`config.mk`:
```
export PLATFORM = sky130hd
export DESIGN_NAME = dma_block_scheduler
export DESIGN_NICKNAME = d
export VERILOG_FILES = /design/src/rtl/dma_block_scheduler.sv
export SDC_FILE = /design/constraint.sdc
export NUM_CORES = 1
export LEC_CHECK = 0
export ABC_AREA = 1
export CORE_UTILIZATION = 25
export DETAILED_ROUTE_END_ITERATION = 10
export HOLD_SLACK_MARGIN = 0.03
export SLEW_MARGIN = 20
export SYNTH_ARGS = -nofsm -noshare
export SYNTH_HDL_FRONTEND = slang
export SYNTH_SLANG_ARGS = --single-unit
```
`constraint.sdc`:
```
create_clock -name clk -period 2 [get_ports clk]
set_clock_uncertainty 0.05 [all_clocks]
set_input_delay 0.4 -clock clk [delete_from_list [all_inputs] [get_ports clk]]
set_output_delay 0.4 -clock clk [all_outputs]
set_load 0.1 [all_outputs]
```
`src/rtl/dma_block_scheduler.sv`:
```
// dma_block_scheduler
//
// Shares the SD card block-read DMA engine between the IDE sector buffer
// (requester 0) and the CDDA audio buffer (requester 1). One requester is
// picked per block with round-robin arbitration. Its LBA is issued to the SD
// card interface, and the broadcast DMA strobe is gated so that only the owner
// captures data. At the end of the block the owner receives a done pulse or an
// err pulse. Runs in the 2x CPU clock domain.
//
// Optional feature macro: DMA_SCHED_TIMEOUT_EN
//   When defined, a 23-bit watchdog aborts a block that has not completed
//   TIMEOUT_CYCLES cycles after ISSUE. The block ends with the err pulse.
//   When undefined, WAIT_BUSY and XFER wait indefinitely.
//
// Ports:
//   clk           in   system clock (2x CPU clock)
//   reset_        in   asynchronous active-low reset
//   ide_req       in   IDE requests one block
//   ide_lba       in   IDE block address, valid while ide_req is high
//   ide_ack       out  pulse: IDE LBA latched
//   ide_done      out  pulse: IDE block completed OK
//   ide_err       out  pulse: IDE block failed
//   cdda_*        -    same set for the CDDA buffer
//   cpu_hold      in   blocks new grants while high
//   sd_cmd_start  out  pulse: start a block read
//   sd_cmd_lba    out  latched LBA of the current owner
//   sd_busy       in   SD interface busy with a block
//   sd_error      in   SD error flag, sampled when sd_busy falls
//   dma_strobe    in   SD DMA byte strobe (broadcast)
//   ide_dma_en    out  IDE may capture dma_strobe
//   cdda_dma_en   out  CDDA may capture dma_strobe
//   grant         out  one-hot owner {cdda, ide}; 00 when idle
module dma_block_scheduler #(
    parameter int unsigned LBA_W          = 32,
    parameter int unsigned BLOCK_BYTES    = 512,
    parameter int unsigned TIMEOUT_CYCLES = 4194304
) (
    input  logic             clk,
    input  logic             reset_,
    input  logic             ide_req,
    input  logic [LBA_W-1:0] ide_lba,
    output logic             ide_ack,
    output logic             ide_done,
    output logic             ide_err,
    input  logic             cdda_req,
    input  logic [LBA_W-1:0] cdda_lba,
    output logic             cdda_ack,
    output logic             cdda_done,
    output logic             cdda_err,
    input  logic             cpu_hold,
    output logic             sd_cmd_start,
    output logic [LBA_W-1:0] sd_cmd_lba,
    input  logic             sd_busy,
    input  logic             sd_error,
    input  logic             dma_strobe,
    output logic             ide_dma_en,
    output logic             cdda_dma_en,
    output logic [1:0]       grant
);

    // Reject parameter values the strobe counter and watchdog cannot represent.
    if (BLOCK_BYTES == 0 || BLOCK_BYTES > 512 ||
        (BLOCK_BYTES & (BLOCK_BYTES - 1)) != 0 ||
        TIMEOUT_CYCLES < 2 || TIMEOUT_CYCLES > 32'h007F_FFFF) begin : g_bad_params
        $fatal(1, "dma_block_scheduler: unsupported BLOCK_BYTES or TIMEOUT_CYCLES");
    end

    localparam logic [9:0] BLOCK_CNT = 10'(BLOCK_BYTES);

    typedef enum logic [2:0] {
        S_IDLE,
        S_ISSUE,
        S_WAIT_BUSY,
        S_XFER,
        S_DONE
    } state_e;

    state_e           state_q;
    logic             own_cdda_q;    // current owner: 0 = IDE, 1 = CDDA
    logic             last_cdda_q;   // previous owner, used to break ties
    logic [9:0]       cnt_q;
    logic             ovf_q;

    logic             ide_ack_q;
    logic             ide_done_q;
    logic             ide_err_q;
    logic             cdda_ack_q;
    logic             cdda_done_q;
    logic             cdda_err_q;
    logic             sd_cmd_start_q;
    logic [LBA_W-1:0] sd_cmd_lba_q;
    logic             ide_dma_en_q;
    logic             cdda_dma_en_q;
    logic [1:0]       grant_q;

    logic [9:0]       cnt_d;
    logic             ovf_d;
    logic             pick_valid_d;
    logic             pick_cdda_d;
    logic             blk_end_d;
    logic             blk_err_d;
    logic             timeout_hit;

`ifdef DMA_SCHED_TIMEOUT_EN
    localparam logic [22:0] WD_LAST = 23'(TIMEOUT_CYCLES - 1);
    logic [22:0] wd_q;
    // wd_q equals the number of cycles elapsed since ISSUE, so ending on
    // WD_LAST places DONE exactly TIMEOUT_CYCLES cycles after ISSUE.
    assign timeout_hit = (wd_q == WD_LAST);
`else
    assign timeout_hit = 1'b0;
`endif

    // Strobe counter saturates at one block; any further strobe sets the
    // sticky overflow flag instead of wrapping.
    always_comb begin
        cnt_d = cnt_q;
        ovf_d = ovf_q;
        if (dma_strobe) begin
            if (cnt_q == BLOCK_CNT) begin
                ovf_d = 1'b1;
            end else begin
                cnt_d = cnt_q + 10'd1;
            end
        end
    end

    // Round-robin pick: a tie goes to the requester that did not own the
    // previous block.
    always_comb begin
        pick_valid_d = 1'b0;
        pick_cdda_d  = 1'b0;
        if (!cpu_hold) begin
            if (ide_req && cdda_req) begin
                pick_valid_d = 1'b1;
                pick_cdda_d  = ~last_cdda_q;
            end else if (ide_req) begin
                pick_valid_d = 1'b1;
            end else if (cdda_req) begin
                pick_valid_d = 1'b1;
                pick_cdda_d  = 1'b1;
            end
        end
    end

    // End-of-block decision. The strobe arriving in the cycle where sd_busy
    // falls is already included through cnt_d/ovf_d.
    always_comb begin
        blk_end_d = 1'b0;
        blk_err_d = 1'b0;
        if (state_q == S_WAIT_BUSY || state_q == S_XFER) begin
            if (timeout_hit) begin
                blk_end_d = 1'b1;
                blk_err_d = 1'b1;
            end else if (state_q == S_XFER && !sd_busy) begin
                blk_end_d = 1'b1;
                blk_err_d = sd_error || (cnt_d != BLOCK_CNT) || ovf_d;
            end
        end
    end

    always_ff @(posedge clk or negedge reset_) begin
        if (!reset_) begin
            state_q        <= S_IDLE;
            own_cdda_q     <= 1'b0;
            last_cdda_q    <= 1'b1;
            cnt_q          <= '0;
            ovf_q          <= 1'b0;
            ide_ack_q      <= 1'b0;
            ide_done_q     <= 1'b0;
            ide_err_q      <= 1'b0;
            cdda_ack_q     <= 1'b0;
            cdda_done_q    <= 1'b0;
            cdda_err_q     <= 1'b0;
            sd_cmd_start_q <= 1'b0;
            sd_cmd_lba_q   <= '0;
            ide_dma_en_q   <= 1'b0;
            cdda_dma_en_q  <= 1'b0;
            grant_q        <= '0;
`ifdef DMA_SCHED_TIMEOUT_EN
            wd_q           <= '0;
`endif
        end else begin
            ide_ack_q      <= 1'b0;
            ide_done_q     <= 1'b0;
            ide_err_q      <= 1'b0;
            cdda_ack_q     <= 1'b0;
            cdda_done_q    <= 1'b0;
            cdda_err_q     <= 1'b0;
            sd_cmd_start_q <= 1'b0;

            case (state_q)
                S_IDLE: begin
                    if (pick_valid_d) begin
                        own_cdda_q     <= pick_cdda_d;
                        sd_cmd_lba_q   <= pick_cdda_d ? cdda_lba : ide_lba;
                        grant_q        <= pick_cdda_d ? 2'b10 : 2'b01;
                        // ISSUE outputs are registered here so they are
                        // visible for exactly the ISSUE cycle.
                        sd_cmd_start_q <= 1'b1;
                        ide_ack_q      <= ~pick_cdda_d;
                        cdda_ack_q     <= pick_cdda_d;
                        ide_dma_en_q   <= ~pick_cdda_d;
                        cdda_dma_en_q  <= pick_cdda_d;
                        cnt_q          <= '0;
                        ovf_q          <= 1'b0;
                        state_q        <= S_ISSUE;
                    end
                end

                S_ISSUE: begin
                    cnt_q   <= '0;
                    ovf_q   <= 1'b0;
`ifdef DMA_SCHED_TIMEOUT_EN
                    wd_q    <= 23'd1;
`endif
                    state_q <= S_WAIT_BUSY;
                end

                S_WAIT_BUSY, S_XFER: begin
                    cnt_q <= cnt_d;
                    ovf_q <= ovf_d;
`ifdef DMA_SCHED_TIMEOUT_EN
                    wd_q  <= wd_q + 23'd1;
`endif
                    if (blk_end_d) begin
                        grant_q       <= '0;
                        ide_dma_en_q  <= 1'b0;
                        cdda_dma_en_q <= 1'b0;
                        ide_done_q    <= ~own_cdda_q & ~blk_err_d;
                        ide_err_q     <= ~own_cdda_q &  blk_err_d;
                        cdda_done_q   <=  own_cdda_q & ~blk_err_d;
                        cdda_err_q    <=  own_cdda_q &  blk_err_d;
                        state_q       <= S_DONE;
                    end else if (state_q == S_WAIT_BUSY && sd_busy) begin
                        state_q <= S_XFER;
                    end
                end

                S_DONE: begin
                    last_cdda_q <= own_cdda_q;
                    state_q     <= S_IDLE;
                end

                default: begin
                    state_q <= S_IDLE;
                end
            endcase
        end
    end

    assign ide_ack      = ide_ack_q;
    assign ide_done     = ide_done_q;
    assign ide_err      = ide_err_q;
    assign cdda_ack     = cdda_ack_q;
    assign cdda_done    = cdda_done_q;
    assign cdda_err     = cdda_err_q;
    assign sd_cmd_start = sd_cmd_start_q;
    assign sd_cmd_lba   = sd_cmd_lba_q;
    assign ide_dma_en   = ide_dma_en_q;
    assign cdda_dma_en  = cdda_dma_en_q;
    assign grant        = grant_q;

endmodule

```
-- Word-level counts from Yosys, hierarchy flattened
Index checks and enable logic that the tools add are counted.
- register bits: 59
- bits of input ports: 72
- output and inout port bits: 43
- logic and storage cells: 96
- $add $sub $neg: 1
- eq/ne operators: 9
- multiplexer cells: 47
- bitwise operators: 8
- reduce and logical (&&, ||, !) cells: 15
- operators by type and width (cell ; count):
    two-way mux 32 bit ; 1
    two-way mux 1 bit ; 31
    two-way mux 10 bit ; 3
    one-hot mux 10 bit (3 select lines) ; 1
    adder 10 x 1 -> 10 bit (second input constant) ; 1
    equality test 10 bit (second input constant) ; 1
    != test 10 bit (second input constant) ; 1
    two-way mux 3 bit ; 3
    one-hot mux 3 bit (3 select lines) ; 1
    equality test 3 x 2 -> 1 bit (second input constant) ; 2
    two-way mux 2 bit ; 3
    AND reduction 2 bit ; 3
    AND 1 bit ; 4
    != test 2 bit (second input constant) ; 2
    inverter 1 bit ; 4
    one-hot mux 1 bit (2 select lines) ; 2
    one-hot mux 2 bit (2 select lines) ; 1
    equality test 3 x 1 -> 1 bit (second input constant) ; 1
    equality test 3 bit (second input constant) ; 1
    logical AND 1 bit ; 3
    zero test 3 bit ; 1
    logical OR 1 bit ; 3
    != test 3 bit (second input constant) ; 1
    one-hot mux 1 bit (3 select lines) ; 1
    5 further kinds ; 5

-- Logic depth before layout (Yosys ltp)
- depth after elaboration: 12
- mapped depth: 11

-- Least setup slack after synthesis
No wires, ideal clock.
- path type: reg2out
- start: register grant_q[0], in the netlist grant[0]
- end: output port grant[0]
- arrival: 1.340 ns
- required time: 1.550 ns
- slack: 0.210 ns
- stages on the path, launching flop included: 2
- cells stage by stage: dfrtp_1 -> buf_4
- RTL lines (element ; line ; source):
    start, declared ; 94 ; logic [1:0] grant_q;
    start signal, assigned ; 197 ; grant_q <= pick_cdda_d ? 2'b10 : 2'b01;
    end, declared ; 58 ; output logic [1:0] grant
No word-level cell between the ends.

-- Worst setup path in the final report
- start: register cnt_q[0]
- end: register cdda_err_q, in the netlist cdda_err
- longest elaborated chain between the ends: 11
- elaborated cells between the ends (all ways): 14
- classes of those cells: add/sub: 1; eq/ne: 2; mux: 8; bitwise: 1; reduce/logical: 2
- RTL lines (element ; line ; source):
    start, declared ; 81 ; logic [9:0] cnt_q;
    start signal, assigned ; 221 ; cnt_q <= cnt_d;
    adder 10 x 1 -> 10 bit or equality test 10 bit (tied branches) ; 123, 120 ;
    two-way mux 10 bit ; 120 ; if (cnt_q == BLOCK_CNT) begin
    two-way mux 10 bit ; 119 ; if (dma_strobe) begin
    != test 10 bit ; 157 ; blk_err_d = sd_error || (cnt_d != BLOCK_CNT) || ovf_d;
    logical OR 1 bit ; 157 ;
    logical OR 1 bit (*) ; 157 ;
    two-way mux 1 bit (*) ; 155 ; end else if (state_q == S_XFER && !sd_busy) begin
    two-way mux 1 bit (*) ; 151 ; if (state_q == S_WAIT_BUSY || state_q == S_XFER) begin
    AND 1 bit (*) ; 233 ; cdda_err_q <= own_cdda_q & blk_err_d;
    two-way mux 1 bit (*) ; 226 ; if (blk_end_d) begin
    two-way mux 1 bit (*) ; 192 ; case (state_q)
    end signal, assigned ; 233 ;
    end, declared ; 89 ; logic cdda_err_q;
Every way passes the cells marked *; elsewhere a longest branch is shown, timed or not.
A chain may end at the register's enable or synchronous reset.

==> metrics <==
CTS tree=yes; power share of the clock group=~14%; drt pass-1 iters=4; status=complete, no violations; final instance area=approximately 4300 um2; combinational fraction of design power=60.8%; Max Slew Vio Count=0; die area=~12000 um2; critical path class=reg2reg; number of antenna diodes=0; LEAKAGE=slightly above 0.002 uW; Post-Syn Area=around 2800 um2; worst reg2reg path depth=10; layout cells sized above 1=18.6%; Sink Count=57; Switch Pwr=around 4300 uW; CP Capture Type=flop; input/output buffers=114; unrepaired setup endpoints after global routing=false; initial antenna violation count=0; CTS Buffer Depth=2; CP delay by family, top=simple AND/OR/NAND/NOR gates; Detailed Route WL=7790 um; Worst-path clk slew=about 70 ps; Chip Height=around 110 um; pin count of the biggest net entering global routing=35; WL/cell=roughly 12 um; ANT nets after route=0; cts bufs inserted=9; Synth warnings=0; CP cell instances=inv_1 > ha_1 > nand2_1 > o21ai_0 > nor2_1 > inv_1 > nor2_1 > nand2_1 > nor2_1 > a21oi_1; CTS H-Tree Depth=3; startpoint types=flop; internal power=3250 uW; Layout Nets=approximately 550; Buf/Inv on CP=2; slowest CP cell=dfrtp_1; fill cell count=roughly 1100; Core ar.=10800 um2; peak supply drop=950 uV; Final setup violation count=0; FP Rows=38; Slew HR=between 60 and 70%; Max-Cap Viols=0; DRC=0; Mapped Cells=about 350; Seq/Total Area, Yosys=about half; die width=approximately 110 um; Ports=115; Hold Fails Final Rpt=0; Largest stage delay, worst path=around 380 ps; CP arrival=between 1500 and 2000 ps; Final period util=between 80% and 90%; Hold/Removal Path Class=reg2reg; worst skew pair latency=~330 ps; FF+latch count, synth=57; area grow syn2layout=54.8%; syn_nets=427; Mapped Avg Cell Area=7.87 um2; sw frac=between 50% and 60%; vias in the first global route=about 2600; post-layout min period=~1800 ps; Crit Path Max Fanout=3; GRT Residual Overflow=0; Root Driver=clkbuf_8; global-route wire length before repair=around 13000 um; Slew @ Worst Pin=roughly 580 ps; Worst EP required=2160 ps; Stages on worst setup path=10; TNS Setup=0 ps; most used cell, CP=nor2_1; Area after DPL=roughly 4100 um2; FMAX=approximately 560 MHz; GRT Total Usage=between 10% and 20%; Routability Congestion=0.838; Power Density=1750 nW/um2; average vias per placed instance=4.38; sequential share of power=~25%; initial cell density of the core=~26%; Hold Path Depth=2; hpwl dp=around 5800 um; vias=between 2000 and 3000; initial detailed-routing violation count=between 90 and 100; count of cell types in the netlist=28
## synthesized netlist by cell type (all sizes together)
| cell type | count | area (um2) |
|---|---|---|
| a21oi | 5 | 25.0 |
| a22o | 1 | 8.76 |
| a31oi | 1 | 6.26 |
| and2 | 1 | 6.26 |
| buf | 13 | 80.1 |
| clkinv | 1 | 3.75 |
| dfrtp | 56 | 1400 |
| dfstp | 1 | 26.3 |
| ha | 2 | 25.0 |
| inv | 29 | 109 |
| nand2 | 138 | 523 |
| nand3 | 47 | 235 |
| nand4 | 5 | 31.3 |
| nor2 | 28 | 133 |
| nor3 | 2 | 15.0 |
| nor4 | 1 | 6.26 |
| o21ai | 11 | 55.1 |
| o22ai | 6 | 37.5 |
| or2 | 1 | 6.26 |
| xor2 | 4 | 42.6 |
## state kept, by name, indices dropped and copies added (netlist names)
signal        flops
cdda_done         1
state_q           3
ide_ack           1
cdda_ack          1
ide_done          1
cdda_dma_en       1
grant             1
sd_cmd_start      1
ovf_q             1
own_cdda_q        1
cnt_q            10
ide_err           1
last_cdda_q       1
cdda_err          1
sd_cmd_lba       32
## routing by layer
layer  vias up  track usage (%)  wire, um  part of all wire (%)
met2       111             21.6      3580                    46
met1      1244             18.8      3460                    44
met4         0             5.97       113                   1.5
met3        10             4.60       627                   8.1
met5         -                0         0                     0
li1       1372                -         -                     -
## cells in the final DEF (no fill, tap or decap), types with 3 or more instances in the layout
cell,n
nand2_1,136
clkdlybuf4s50_1,70
dfrtp_1,56
buf_4,50
nand3_1,47
inv_1,24
nor2_1,23
clkbuf_8,10
o21ai_0,7
buf_12,7
o22ai_1,6
inv_2,5
nand4_1,5
a21oi_1,5
o21ai_1,4
clkinv_2,4
nor2_4,3
xor2_1,3
## timing repair
item | 4_1_cts | 5_1_grt
setup buffers | 0 | 1
setup endpoints to repair | 0 | 2
hold buffers | 1 | 0
resized for setup | 0 | 0
hold endpoints to repair | 22 | 0
## cells by family after synthesis
kind of cell / after synthesis / share of synthesized area (%)
buffers and inverters: 43 / 6.94
adder cells (fa/ha/maj): 2 / 0.901
flip-flops: 57 / 51.4
AO/OA/AOI/OAI: 24 / 4.78
XOR/XNOR: 4 / 1.53
AND/OR/NAND/NOR: 223 / 34.4
## stage by stage
stage | instances | setup slack [ps] | hold WS, ps | util [%] | power (uW)
final | 625 | 219 | 449 | 39.6 | 7510
after floorplan | 353 | 210 | 54.4 | - | 5270
after global placement | 607 | -33.8 | 387 | 37.7 | 6430
after detailed placement | 607 | -38.7 | 382 | 37.7 | 6450
after CTS | 624 | 239 | 454 | 39.6 | 7560
after global routing | 625 | 2.58 | 473 | 39.6 | 7900
## path summary, 6_finish.rpt
kind | startpoint | to | slack (ps)
max | cnt_q[0] | cdda_err | 220
min | sd_cmd_lba[8] | sd_cmd_lba[8] | 450
max reg2reg | cnt_q[0] | cdda_err | 220
min reg2reg | sd_cmd_lba[8] | sd_cmd_lba[8] | 450
max in group asynchronous | reset_ | sd_cmd_lba[23] | 680
min in group asynchronous | reset_ | cdda_done | 550
## power groups by stage
stage	clock network (uW)	logic (uW)	registers [uW]
6_report	1080	4570	1860
5_1_grt	1180	4800	1920
4_1_cts	1120	4570	1870
3_5_place_dp	0	4570	1870
3_3_place_gp	0	4550	1870
2_1_floorplan	0	981	4290
## cell type report
class | count | area [um2] | area share, %
clock inverter | 6 | 57.6 | 1.34
multi-input combinational | 253 | 1160 | 26.9
inverter | 30 | 113 | 2.62
tap | 140 | 175 | 4.08
clock buffer | 10 | 138 | 3.20
sequential | 57 | 1430 | 33.2
timing repair buffer | 129 | 1230 | 28.6
## worst register-to-register path, delay by kind of cell (launching register included)
family | cells | cell delay [ps]
AOI/OAI and AO/OA | 2 | 240
adders and majority gates | 1 | 290
buffers and inverters | 2 | 140
DFF | 1 | 380
and+or+nand+nor | 5 | 560
No activity file was read; power rests on OpenSTA's default activity.
==> edit 1 (same settings) <==
One comparison of `cnt_q` changes from == to >=.
--- a/src/rtl/dma_block_scheduler.sv
+++ b/src/rtl/dma_block_scheduler.sv
@@ -118,5 +118,5 @@
         ovf_d = ovf_q;
         if (dma_strobe) begin
-            if (cnt_q == BLOCK_CNT) begin
+            if (cnt_q >= BLOCK_CNT) begin
                 ovf_d = 1'b1;
             end else begin
Check against the original RTL: same outputs for any inputs over 10 cycles, from zero or initial values and one cycle with reset_ low; that may be too few to reach the edited logic, so the function may still have changed.
==> edit 1 against the original RTL <==
  * Routed wire length down 13%
  * Sequential share of layout area rose by 1.2 points
  * Largest cell class unchanged
  * Power is 3.7% lower
  * Sequential cell count did not move
  * Synthesized area down 1.4%
  * Count of clock-buffer cells in the layout grew 1
  * Highest routed layer unchanged
  * Worst setup slack gained 0.042 ns
  * Global-route usage fell by 1.7 points
  * Cell area down 3.4%
==> edit 1: results (changes against the original RTL) <==
| Parameter | Value | Unit | Change |
| --- | --- | --- | --- |
| Status | complete, no violations | - |  |
| Proportion of synthesized flip-flops having asynchronous set or reset | 100 | % | unchanged |
| Largest register FFs | 32 | - | unchanged |
| Detailed placement HPWL | 5100 | um | -13% |
| Top cells by count, synth | 136 x nand2_1, 56 x dfrtp_1, 46 x nand3_1, 22 x inv_1, 13 x nor2_1 | - |  |
| Pre-CTS setup slack | -0.0147 | ns | +0.0239 ns |
| Largest voltage drop on the vdd net | 0.903 | mV | -5.0% |
| Root buffer cell | clkbuf_8 | - |  |
| Number of buffers inserted by port buffering | 114 | - | unchanged |
| Gpl congestion | 0.826 | - | -1.5% |
| Clock slew at reported path FFs | 0.06 | ns |  |
| Flip-flop cell with the highest count after synthesis | dfrtp_1 | - |  |
| Via density per instance | 4.27 | - | -2.4% |
| Clock insertion delay at the later pin of the skew report | 0.33 | ns | about the same |
| Syn. warnings | 0 | - | unchanged |
| H-tree level count | 3 | - | unchanged |
| Signal arrival time at the worst endpoint | 1.91 | ns | -0.03 ns |
| Longest Clk Path Bufs | 2 | - | unchanged |
| Final nets | 537 | - | -3.1% |
| Router iterations before antenna repair | 4 | - | unchanged |
| Post-detailed-route wirelength per cell | 11.3 | um | -9.2% |
| Post-synthesis sequential area ratio | 52.2 | % | +0.75 points |
| Largest net degree at the start of global routing | 58 | - | +66% |
| Max-Slew Margin vs Limit | 64.8 | % | +3.2 points |
| Hold/Removal Path Class | register to register | - |  |
| GR Util All Layers | 12.6 | % | -1.7 points |
| Gates resized, CTS repair | 0 | - | unchanged |
| TritonCTS buffer count | 9 | - | unchanged |
| Peak fanout along the critical path | 4 | - | +1 |
| Number of global-route vias before repair | 2,433 | - | -7.3% |
| Remaining DRCs | 0 | - | unchanged |
| Antenna violations before repair | 0 | - | unchanged |
| Synthesized net count | 415 | - | -2.8% |
| Antenna diode count | 0 | - | unchanged |
| Cell types occupying the most area after synthesis | dfrtp_1 51%, nand2_1 19%, nand3_1 8.4% | - |  |
| Post-synth cell types | 25 | - | -11% |
| Post-CTS setup-driven buffer insertion count | 0 | - | unchanged |
| Psw | 4.15 | mW | -2.5% |
| LEAKAGE | 1.93 | nW | -5.0% |
| Share of final-layout standard cells stronger than drive strength 1 | 20.0 | % | +1.4 points |
| Count of routing violations after the opening detailed-route iteration | 76 | - | -22% |
| Global-route wire length before repair | 11,300 | um | -11% |
## edit 1: kinds of logic after synthesis
family | share of synthesized area [%]
flip-flops | 52.2
AND/OR/NAND/NOR | 35.3
adder cells (fa/ha/maj) | 0.914
AO/OA/AOI/OAI | 4.85
buffers and inverters | 6.77
## edit 1: final timing paths
path | start | to | slack [ns] | cells after the start
min in group asynchronous | reset_ | sd_cmd_lba[1] | 0.56 | 3
setup / recovery | cnt_q[0] | ide_err | 0.26 | 10
max in group asynchronous | reset_ | last_cdda_q | 1.05 | 3
hold / removal | sd_cmd_lba[28] | sd_cmd_lba[28] | 0.45 | 2
hold reg to reg | sd_cmd_lba[28] | sd_cmd_lba[28] | 0.45 | 2
setup reg to reg | cnt_q[0] | ide_err | 0.26 | 10
## edit 1: repair_timing
action	in CTS	in global routing
hold endpoints to repair	56	0
endpoints found under the setup margin	0	0
hold buffers	1	0
## edit 1: layer usage
| layer | routed length [um] | track usage, % |
|---|---|---|
| met4 | 89 | 5.28 |
| met1 | 3200 | 16.2 |
| met3 | 456 | 3.65 |
| met5 | 0 | 0 |
| met2 | 3060 | 19.8 |
## edit 1: cell type report
class                      instances  area, um^2
tap                              136         170
clock inverter                     3        17.5
sequential                        57        1430
timing repair buffer             123        1150
multi-input combinational        242        1120
fill                            1074        6310
inverter                          30         113
clock buffer                      11         151
## edit 1: power groups by stage
| stage | Sequential (mW) | Combinational [mW] | Clock [mW] |
|---|---|---|---|
| floorplan | 4.29 | 0.935 | 0 |
| global placement | 1.87 | 4.46 | 0 |
| detailed placement | 1.86 | 4.49 | 0 |
| CTS | 1.86 | 4.48 | 0.974 |
| global route | 1.91 | 4.67 | 1.04 |
| finish | 1.85 | 4.45 | 0.927 |
## edit 1: critical path, cell delays in order (launching register included)
cell and delay [ns]:
dfrtp_1 0.40, ha_1 0.23, nand2_1 0.09, nor2_1 0.27, nand2_1 0.08, nand2_1 0.06
nand2_1 0.07, nor2_2 0.14, nand2_1 0.07, nor2_2 0.10, nor2_1 0.05
## edit 1: per-stage QoR
stage	instance area, um^2	power (mW)	std cells	hold slack [ns]
after floorplan	2740	5.23	341	0.0544
after global placement	3970	6.33	587	0.378
after detailed placement	3970	6.35	587	0.379
after CTS	4150	7.32	602	0.452
after global routing	4150	7.61	602	0.470
final	4150	7.23	602	0.446
==> edit 2 (same flow settings) <==
Without the edit above. The option `DMA_SCHED_TIMEOUT_EN` is turned on by a define.
--- a/src/rtl/dma_block_scheduler.sv
+++ b/src/rtl/dma_block_scheduler.sv
@@ -31,4 +31,6 @@
 //   cdda_dma_en   out  CDDA may capture dma_strobe
 //   grant         out  one-hot owner {cdda, ide}; 00 when idle
+`define DMA_SCHED_TIMEOUT_EN
+
 module dma_block_scheduler #(
     parameter int unsigned LBA_W          = 32,
Check against the original RTL: no difference found for any inputs over 10 cycles, from zero or initial values and one cycle with reset_ low; that may be too few to reach the edited logic, so the function may still have changed.
==> edit 2 against the original RTL <==
  * The run now ends with design-rule violations left
  * Cell area increased by 38%
  * Core utilization decreased by 3.8 points
  * Worst setup slack about the same
  * Synthesized cell count increased by 56%
  * Via count increased by 45%
  * Count of clock-buffer cells in the layout unchanged
  * Synthesized area increased by 51%
  * Critical path depth decreased by 2
  * Sequential cell count increased by 23
  * Routed wire length increased by 51%
  * Die area increased by 50%
  * Power increased by 19%
  * Largest cell class unchanged
==> edit 2: results (changes against the original RTL) <==
| Parameter | Value | Unit | Change |
| --- | --- | --- | --- |
| Status | finished with violations | - |  |
| Violations in the final reports | design-rule violations | - |  |
| Share of final-layout standard cells stronger than drive strength 1 | 14.5 | % | -4.0 points |
| Reg2Reg Capture Point | wd_q[22] | - |  |
| Number of filler instances in the final layout | 1,722 | - | +57% |
| Router iterations before antenna repair | 7 | - | +3 |
| Top Family by Delay on Critical Path | simple AND/OR/NAND/NOR gates | - |  |
| Number of non-filler instances in the completed layout | 894 | - | +43% |
| Number of standard cells after synthesis | 550 | - | +56% |
| Area of all placed cells without fillers | 5920 | um^2 | +38% |
| Cell depth of the worst flop-to-flop path | 8 | - | -2 |
| Proportion of synthesized flip-flops having asynchronous set or reset | 100 | % | unchanged |
| Internal Pwr Total | 4.21 | mW | +30% |
| Final nets | 744 | - | +34% |
| Largest net degree at the start of global routing | 43 | - | +23% |
| Number of instances in the placed design | 877 | - | +44% |
| Placed cell area | 5630 | um^2 | +38% |
| Detailed placement HPWL | 8760 | um | +50% |
| Critical Path Source | wd_q[1] | - |  |
| Global-route wire length before repair | 19,700 | um | +55% |
| Top cells by count, synth | 124 x nand2_1, 79 x dfrtp_1, 74 x o21ai_0, 70 x nor2_1, 55 x inv_1 | - |  |
| Post-detailed-route wirelength per cell | 13.1 | um | +5.3% |
| Remaining DRCs | 2 | - | +2 |
| Count of routing violations after the opening detailed-route iteration | 220 | - | +130% |
| Post-synth cell types | 32 | - | +14% |
| Actual transition at the worst max-transition pin | 0.497 | ns | -0.0787 ns |
| End point of the most critical hold path | sd_cmd_lba[31] | - |  |
| Gpl congestion | 0.860 | - | +2.6% |
| Signal arrival time at the worst endpoint | 1.96 | ns | +0.02 ns |
| Cell types occupying the most area after synthesis | dfrtp_1 47%, nand2_1 11%, o21ai_0 8.8% | - |  |
| Largest voltage drop on the vdd net | 1.04 | mV | +9.9% |
| Via density per instance | 4.44 | - | +1.4% |
| Post-synthesis sequential area ratio | 47.7 | % | -3.8 points |
| Min-Delay Startpoint | sd_cmd_lba[31] | - |  |
| Pre-CTS setup slack | 0.0000787 | ns | +0.0388 ns |
| Biggest cell delay along the critical path | 0.36 | ns | -0.02 ns |
| Root buffer cell | clkbuf_16 | - |  |
| Synthesized net count | 625 | - | +46% |
| Number of global-route vias before repair | 3,971 | - | +51% |
| Peak fanout along the critical path | 4 | - | +1 |
| Flip-flop cell with the highest count after synthesis | dfrtp_1 | - |  |
[edit 2: cell count changes in the layout (fill, tap and decap cells not counted), sizes merged, moves of 3 or more]
cell	delta
nand2	-9
nand4	+5
o22ai	+5
nor2	+47
xor2	+3
a21oi	+3
nand3	-13
nor3	+10
dfrtp	+23
inv	+28
o21ai	+83
[edit 2: worst max path at each step]
| stage | cells past startpoint | slack, ns | endpoint |
|---|---|---|---|
| 2_1_floorplan | 1 | 0.21 | grant[0] |
| 3_3_place_gp | 11 | 0.009 | cdda_err |
| 3_5_place_dp | 11 | 0.00008 | ide_err |
| 4_1_cts | 8 | 0.23 | wd_q[22] |
| 5_1_grt | 8 | 0.06 | wd_q[22] |
| 6_report | 8 | 0.22 | wd_q[22] |
[edit 2: power groups by stage]
stage	Clock (mW)	Sequential [mW]	Combinational [mW]
detailed placement	0	2.43	4.94
global placement	0	2.44	4.93
finish	1.64	2.42	4.90
global route	1.73	2.47	5.19
CTS	1.68	2.42	4.93
floorplan	0	4.73	1.26
[edit 2: cell type report]
cell class              count  area share [%]
repair buffers            131            21.5
clock buffers              10            3.86
multi-input cells         390            31.6
clock inverters             6            1.01
inverters                  57            3.61
flip-flops and latches     80            33.8
well taps                 220            4.65
[edit 2: cells by family after synthesis]
kind of cell | after synthesis | share of synthesized area, %
compound gates | 119 | 14.8
xor+xnor | 7 | 1.46
fa+ha+maj | 3 | 0.893
buf+inv | 80 | 7.86
flops | 80 | 47.7
simple gates | 261 | 27.3
[edit 2: routing by layer]
metal	vias to the layer above	wire length, um	track usage (%)
met3	11	908	5.40
met1	1814	5430	18.3
li1	2029	-	-
met4	0	133	4.07
met5	-	0	0
met2	114	5250	22.4
[edit 2: repair_timing]
item	4_1_cts	5_1_grt
gates resized for setup	0	0
endpoints found under the hold margin	24	0
hold buffers	1	0
